[config.mk]
export PLATFORM = sky130hd
export DESIGN_NAME = button_event_gen
export DESIGN_NICKNAME = d
export VERILOG_FILES = /design/src/rtl/button_event_gen_pkg.sv /design/src/rtl/button_event_gen_hold_timer.sv /design/src/rtl/button_event_gen.sv
export SDC_FILE = /design/constraint.sdc
export NUM_CORES = 1
export LEC_CHECK = 0
export BUFFER_PORTS_ARGS = -buffer_cell sky130_fd_sc_hd__buf_2
export CORE_AREA = 2 2 39 41
export DETAILED_ROUTE_END_ITERATION = 7
export DIE_AREA = 0 0 41 43
export PLACE_DENSITY = 0.46
export SKIP_LAST_GASP = 1
export SYNTH_ARGS = -nofsm -noshare
export SYNTH_HDL_FRONTEND = slang
export SYNTH_SLANG_ARGS = --single-unit
[constraint.sdc]
create_clock -name clk -period 1.64 [get_ports clk]
set_input_delay 0 -clock clk [delete_from_list [all_inputs] [get_ports clk]]
set_output_delay 0 -clock clk [all_outputs]
set_load 0.01 [all_outputs]
[src/rtl/button_event_gen_pkg.sv]
// Shared definitions for the button event chain: event kind codes and the
// event-generator FSM state encoding. Imported by the generator and by the
// consumer FSMs that decode evt_kind.
package button_event_gen_pkg;

  localparam logic [1:0] EVT_NONE    = 2'b00;
  localparam logic [1:0] EVT_PRESS   = 2'b01;
  localparam logic [1:0] EVT_RELEASE = 2'b10;
  localparam logic [1:0] EVT_REPEAT  = 2'b11;

  typedef enum logic [1:0] {
    ST_IDLE   = 2'd0,
    ST_HELD   = 2'd1,
    ST_REPEAT = 2'd2
  } state_t;

endpackage

[src/rtl/button_event_gen_hold_timer.sv]
// Hold timer for auto-repeat.
//   clk, rst : clock, async active-low reset
//   clr      : synchronous clear (wins over en)
//   en       : count enable
//   sel      : limit select, 0 = HOLD_CYC, 1 = REPEAT_CYC
//   tc       : terminal count, cnt == selected limit - 1
module button_event_gen_hold_timer #(
  parameter int HOLD_CYC   = 50_000_000,
  parameter int REPEAT_CYC = 10_000_000,
  parameter int CNT_W      = 26
) (
  input  logic clk,
  input  logic rst,
  input  logic clr,
  input  logic en,
  input  logic sel,
  output logic tc
);

  localparam logic [CNT_W-1:0] HOLD_LIM = CNT_W'(HOLD_CYC - 1);
  localparam logic [CNT_W-1:0] REP_LIM  = CNT_W'(REPEAT_CYC - 1);

  logic [CNT_W-1:0] cnt;

  always_ff @(posedge clk or negedge rst) begin
    if (!rst)      cnt <= '0;
    else if (clr)  cnt <= '0;
    else if (en)   cnt <= cnt + 1'b1;
  end

  assign tc = (cnt == (sel ? REP_LIM : HOLD_LIM));

endmodule

[src/rtl/button_event_gen.sv]
// Button event generator: turns a debounced level into PRESS / RELEASE
// (and, with AUTO_REPEAT_EN defined, REPEAT) events offered one at a time
// through a single-entry valid/ready slot.
//   clk       : system clock
//   rst       : async reset, active-low
//   btn_lvl   : debounced level, 1 = pressed
//   evt_valid : event pending
//   evt_kind  : 01 PRESS, 10 RELEASE, 11 REPEAT
//   evt_ready : consumer accept
//   evt_ovf   : one-cycle pulse, an event was dropped (slot full)
// Build option: AUTO_REPEAT_EN enables the hold timer and REPEAT events.
module button_event_gen
  import button_event_gen_pkg::*;
#(
  parameter int HOLD_CYC   = 50_000_000,
  parameter int REPEAT_CYC = 10_000_000,
  parameter int CNT_W      = 26
) (
  input  logic       clk,
  input  logic       rst,
  input  logic       btn_lvl,
  output logic       evt_valid,
  output logic [1:0] evt_kind,
  input  logic       evt_ready,
  output logic       evt_ovf
);

  logic       btn_q;
  logic       rise, fall;
  state_t     state, state_nxt;
  logic       raise;
  logic [1:0] raise_kind;

  // btn_q starts at 0, so a button held through reset release shows up as
  // a rise in the first cycle and produces a PRESS.
  always_ff @(posedge clk or negedge rst) begin
    if (!rst) btn_q <= 1'b0;
    else      btn_q <= btn_lvl;
  end

  assign rise = btn_lvl & ~btn_q;
  assign fall = ~btn_lvl & btn_q;

`ifdef AUTO_REPEAT_EN
  logic tmr_clr, tmr_en, tmr_sel, tmr_tc;

  button_event_gen_hold_timer #(
    .HOLD_CYC  (HOLD_CYC),
    .REPEAT_CYC(REPEAT_CYC),
    .CNT_W     (CNT_W)
  ) u_tmr (
    .clk(clk),
    .rst(rst),
    .clr(tmr_clr),
    .en (tmr_en),
    .sel(tmr_sel),
    .tc (tmr_tc)
  );
`else
  // Timer configuration is meaningless without auto-repeat.
  logic unused_cfg;
  assign unused_cfg = ^{32'(HOLD_CYC), 32'(REPEAT_CYC), 32'(CNT_W)};
`endif

  always_ff @(posedge clk or negedge rst) begin
    if (!rst) state <= ST_IDLE;
    else      state <= state_nxt;
  end

  // Fall is tested before timer expiry so a release in the expiry cycle
  // yields only RELEASE.
  always_comb begin
    state_nxt  = state;
    raise      = 1'b0;
    raise_kind = EVT_NONE;
`ifdef AUTO_REPEAT_EN
    tmr_clr    = 1'b1;
    tmr_en     = 1'b0;
    tmr_sel    = 1'b0;
`endif
    case (state)
      ST_IDLE: begin
        if (rise) begin
          state_nxt  = ST_HELD;
          raise      = 1'b1;
          raise_kind = EVT_PRESS;
        end
      end
      ST_HELD: begin
        if (fall) begin
          state_nxt  = ST_IDLE;
          raise      = 1'b1;
          raise_kind = EVT_RELEASE;
        end
`ifdef AUTO_REPEAT_EN
        else if (tmr_tc) begin
          state_nxt  = ST_REPEAT;
          raise      = 1'b1;
          raise_kind = EVT_REPEAT;
        end else begin
          tmr_clr = 1'b0;
          tmr_en  = 1'b1;
        end
`endif
      end
`ifdef AUTO_REPEAT_EN
      ST_REPEAT: begin
        tmr_sel = 1'b1;
        if (fall) begin
          state_nxt  = ST_IDLE;
          raise      = 1'b1;
          raise_kind = EVT_RELEASE;
        end else if (tmr_tc) begin
          raise      = 1'b1;
          raise_kind = EVT_REPEAT;
        end else begin
          tmr_clr = 1'b0;
          tmr_en  = 1'b1;
        end
      end
`endif
      default: state_nxt = ST_IDLE;
    endcase
  end

  // Single-entry output slot. A raise loads when the slot is empty or being
  // drained this cycle; otherwise it is dropped and flagged, and the FSM
  // carries on regardless.
  always_ff @(posedge clk or negedge rst) begin
    if (!rst) begin
      evt_valid <= 1'b0;
      evt_kind  <= EVT_NONE;
      evt_ovf   <= 1'b0;
    end else begin
      evt_ovf <= 1'b0;
      if (raise) begin
        if (!evt_valid || evt_ready) begin
          evt_valid <= 1'b1;
          evt_kind  <= raise_kind;
        end else begin
          evt_ovf <= 1'b1;
        end
      end else if (evt_valid && evt_ready) begin
        evt_valid <= 1'b0;
        evt_kind  <= EVT_NONE;
      end
    end
  end

endmodule

Word-level counts from Yosys, hierarchy flattened
Cells that the tools add are included.

Word-level logic and storage cells: 37. Bits of input ports: 4. Output and inout bits: 4. Register bits after elaboration: 7.

Equal/unequal tests: 4. Multiplexer cells: 17. Reductions and logical operators: 7. Bitwise operators: 4.

Operator list (number): 2-bit 2-to-1 mux (6); 1-bit 2-to-1 mux (8); 2-bit one-hot mux with 2 select lines (2); 2-bit != test (second input constant) (2); 2-bit AND reduction (2); 1-bit AND (2); 2-bit by 1-bit equality test with 1-bit output (second input constant) (1); 2-bit zero test (1); 2-bit by 1-bit != test with 1-bit output (second input constant) (1); 1-bit inverter (2); 1-bit one-hot mux with 2 select lines (1); 2-bit nonzero test (1); 1-bit logical AND (1); 1-bit zero test (1); 1-bit logical OR (1).

Depth between registers and ports, before layout
Word-level depth: 6. Depth in mapped cells: 3. Mapped depth without buffers: 3.

Worst setup path before layout
Ideal clock, no wire load.

Path type: register to register. From: reg evt_valid. To: reg evt_kind[1]. Data required time: 1519 ps. Slack: 585 ps. Library setup time: 121 ps. Cell stages (with the launch flop): 4. Data arrival time: 934 ps. Buffers on the path: 0. Cells stage by stage: dfrtp_1 > nand2b_2 > a22o_1 > a22o_1.

Word-level cells in the longest chain between the ends: 4.

RTL lines: start, declared (RTL line button_event_gen.sv:22) `output logic evt_valid,`; start signal, assigned (RTL line button_event_gen.sv:131) `evt_valid <= 1'b0;`; start signal, assigned (RTL line button_event_gen.sv:138) `evt_valid <= 1'b1;`; start signal, assigned (RTL line button_event_gen.sv:144) `evt_valid <= 1'b0;`; 1-bit zero test (RTL line button_event_gen.sv:137) `if (!evt_valid || evt_ready) begin`; 1-bit logical OR (RTL line button_event_gen.sv:137); 2-bit by 1-bit != test with 1-bit output (no source line); 2-bit AND reduction (no source line) (*); end signal, assigned (RTL line button_event_gen.sv:139) `evt_kind <= raise_kind;`; end, declared (RTL line button_event_gen.sv:23) `output logic [1:0] evt_kind,`.

Every way passes the cells marked *; elsewhere a longest branch is shown, timed or not. A chain may end at the register's enable or synchronous reset.

Worst setup path in the final report
From: reg state[0]. To: reg evt_kind[1].

Word-level cells in the longest chain between the ends: 4.

RTL lines: start, declared (RTL line button_event_gen.sv:30) `state_t state, state_nxt;`; start signal, assigned (RTL line button_event_gen.sv:67) `else state <= state_nxt;`; 2-bit by 1-bit equality test with 1-bit output or 2-bit zero test (tied branches) (RTL line button_event_gen.sv:81) `case (state)`; 1-bit one-hot mux with 2 select lines or 2-bit one-hot mux with 2 select lines (tied branches) (RTL line button_event_gen.sv:81); 2-bit by 1-bit != test with 1-bit output (no source line) (tied with other cells); 2-bit AND reduction (no source line) or 2-bit 2-to-1 mux (tied branches).

Parallel ways exist; a longest one is shown, timed or not. The select of a mux whose other input is x is not followed.

==> qor.yml <==
routing:
  drt-total-wl_um: 485
  wl_per_cell_um: 9.700
  vias_per_cell: 4.060
  vias: 203
  antenna_left: 0
  drt_iter0_drc: 1
  first_pass_iters: 2
  route.detailed.drc: 0
setup_path:
  endpoint_kind: "flop"
  cp_slowest_cell: "dfrtp_1"
  critPathKind: "reg2reg"
  cp_cell_sequence: "nor2b_1 -> a22o_1 -> a22o_1"
  cpMostUsedCell: "a22o_1"
  cp.arrival_ps: 1190
  cp_data_required_time_ps: 1770
  path_max_fanout: 4
  ff2ff_path_depth: 3
  startpoint_type: "flop"
  cpPeakStageDelay_ps: 390
power:
  p_int_w: 0.0002994
  pwr-share-comb_pct: 21.0
  sw_frac_of_total_pct: 26.69
  peakVddDrop_v: 0.0003715
  seqPwrFrac_pct: 46.9
  p_per_area_nw_per_um2: 1178
  p_switching_w: 0.0001090
  clkPwrFrac_pct: 32.1
  p_leak_nw: 0.1694
sta:
  rsz0062_at_grt: "false"
  skew_ps: 1.153
  post-route-period-util_pct: 64.55
  fin_setup_tns_ps: 0
  setup_ws_ps: 581.3
  report.final.slew_viol_count: 0
  tightest_slew_ps: 182.8
  period_minus_slack_ps: 1059
  slew_headroom_pct: 87.47
  timing.fmax_mhz: 944.6
  finalSetupViolations: 0
  timing.final.hold_violations: 0
logic_synthesis:
  synth_cell_types: 11
  synth_fa_ha_area_share_pct: 0
  synth.top_cells.by_area: "dfrtp_1, a22o_1, o21ai_0"
  ys_ff_latch: 6
  syn_nets: 26
  synth_top_family_by_area: "compound AO/OA/AOI/OAI gates"
  ys_warn_count: 0
  syn_area_per_cell_sq_um: 11.32
  synth_xor_area_share_pct: 0
  yosys.area.top_type_share_pct: 60.30
  synth_compound_area_share_pct: 19.60
  ys_seq_area_share_pct: 60.30
  yosys.area.top_type: "dfrtp_1"
  yosys.area_share.simple_pct: 14.57
  netlist_area_sq_um: 249.0
  postSynthCellCount: 22
  synthMuxAreaShare_pct: 4.020
clocking:
  clock_latency_ps: 240
  cts_buffer_depth: 2
  cts_resized: 0
  clkTransAtPathRegs_ps: 40
  cts_tree: "built"
  h-tree-depth: 1
  cts_buffers: 3
  root_buffer: "clkbuf_4"
  clock-sinks: 6
layout:
  fillers: 155
  area_growth_pct: 39.20
  multi_input_area_sq_um: 95.09
  fin_nets: 40
  seqCellArea_sq_um: 150.1
  drive_gt1_share_pct: 32.35
  diodes: 0
  fin_area_sq_um: 346.6
floorplanning:
  ios: 8
  dieHeight_um: 43
  dieArea_sq_um: 1763
  core_area_sq_um: 1384
  start_util_pct: 17.99
  num_rows: 14
  die_width_um: 41
global_routing:
  grt_pass1_vias: 199
  grt_first_pass_wirelength_um: 779
  grt_usage_pct: 7.460
  grt_max_degree: 7
  antenna_found_initial: 0
  grt_overflow: 0
placed_design:
  post_dp_cell_area_sq_um: 304.0
  place.gp.congestion: 0.6811
  port_buffers: 7
  dpl_worst_slack_ps: 588.6
status:
  status: "finished, final reports clean"
hold_path:
  min_path_type: "in2reg"
  hold_depth: 3
job:
  cap_violations: 0
[Yosys cell counts]
| cell | n |
|---|---|
| dfrtp_1 | 6 |
| o21ai_0 | 3 |
| a22o_1 | 2 |
| nand2_1 | 2 |
| nor2_1 | 2 |
| nor2b_1 | 2 |
| a22oi_1 | 1 |
| inv_1 | 1 |
| mux2i_1 | 1 |
| nand2b_2 | 1 |
| o2bb2ai_1 | 1 |
[power by group through the flow]
stage	sequential (W)	clock (W)	combinational [W]
floorplan	0.000201	0	0.0000413
detailed placement	0.000194	0	0.0000831
global placement	0.000193	0	0.0000816
finish	0.000192	0.000131	0.0000858
global route	0.000196	0.000149	0.0000974
CTS	0.000192	0.000140	0.0000873
[state kept, by name, indices dropped and copies added, names as in the netlist]
signal / cells
evt_valid: 1
btn_q: 1
evt_ovf: 1
evt_kind: 2
state: 1
[worst paths after layout]
check	start	to	slack, ps
setup / recovery	state[0]	evt_kind[1]	580
hold / removal	evt_ready	evt_ovf	60
setup reg to reg	state[0]	evt_kind[1]	580
hold reg to reg	evt_kind[1]	evt_kind[1]	510
max in group asynchronous	rst	btn_q	1380
min in group asynchronous	rst	evt_kind[0]	120
[kinds of logic (layout without fill, tap and decap cells)]
| logic type | count (synthesis) | in the layout |
|---|---|---|
| multiplexers | 1 | 1 |
| AO/OA/AOI/OAI | 7 | 7 |
| flip-flops | 6 | 6 |
| AND/OR/NAND/NOR | 7 | 7 |
| buffers and inverters | 1 | 13 |
[final cells by class]
cell class	count	share of cell area (%)
sequential	6	43.32
multi-input combinational	15	27.44
timing repair buffer	9	15.88
clock buffer	3	6.498
tap	16	5.776
inverter	1	1.083
[worst max-delay path: cells and delay by family (launching register included)]
family / cells / cell delay (ps)
flip-flops: 1 / 390
AND/OR/NAND/NOR: 1 / 160
AO/OA/AOI/OAI: 2 / 400
[stage by stage]
stage	hold WS [ps]	instances	util, %	total power (W)
final	64.38	50	25.05	0.0004083
after global routing	94.05	50	25.05	0.0004428
after CTS	59.11	50	25.05	0.0004189
after detailed placement	-168.0	45	21.97	0.0002773
after global placement	-171.1	45	21.97	0.0002743
after floorplan	-295.6	22	-	0.0002424
[metal layers]
metal | vias to the layer above | part of all wire [%] | GRT usage, %
met5 | - | 0 | 0
met3 | 0 | 13 | 9.424
met1 | 92 | 43 | 8.469
met4 | 0 | 0 | 2.000
met2 | 9 | 44 | 8.438
li1 | 102 | - | -
[cells in the final DEF, fill, tap and decap left out, drive strengths merged]
cell	netlist	routed
a22oi	1	1
clkbuf	0	3
nor2	2	2
dfrtp	6	6
buf	0	7
nand2b	1	1
mux2i	1	1
o2bb2ai	1	1
inv	1	1
o21ai	3	3
nor2b	2	2
nand2	2	2
dlygate4sd3	0	2
a22o	2	2
[what timing repair did]
action,CTS,global route
hold buffers,2,0
endpoints found under the hold margin,7,0
setup buffers,0,0
(Power assumes the default switching activity.)
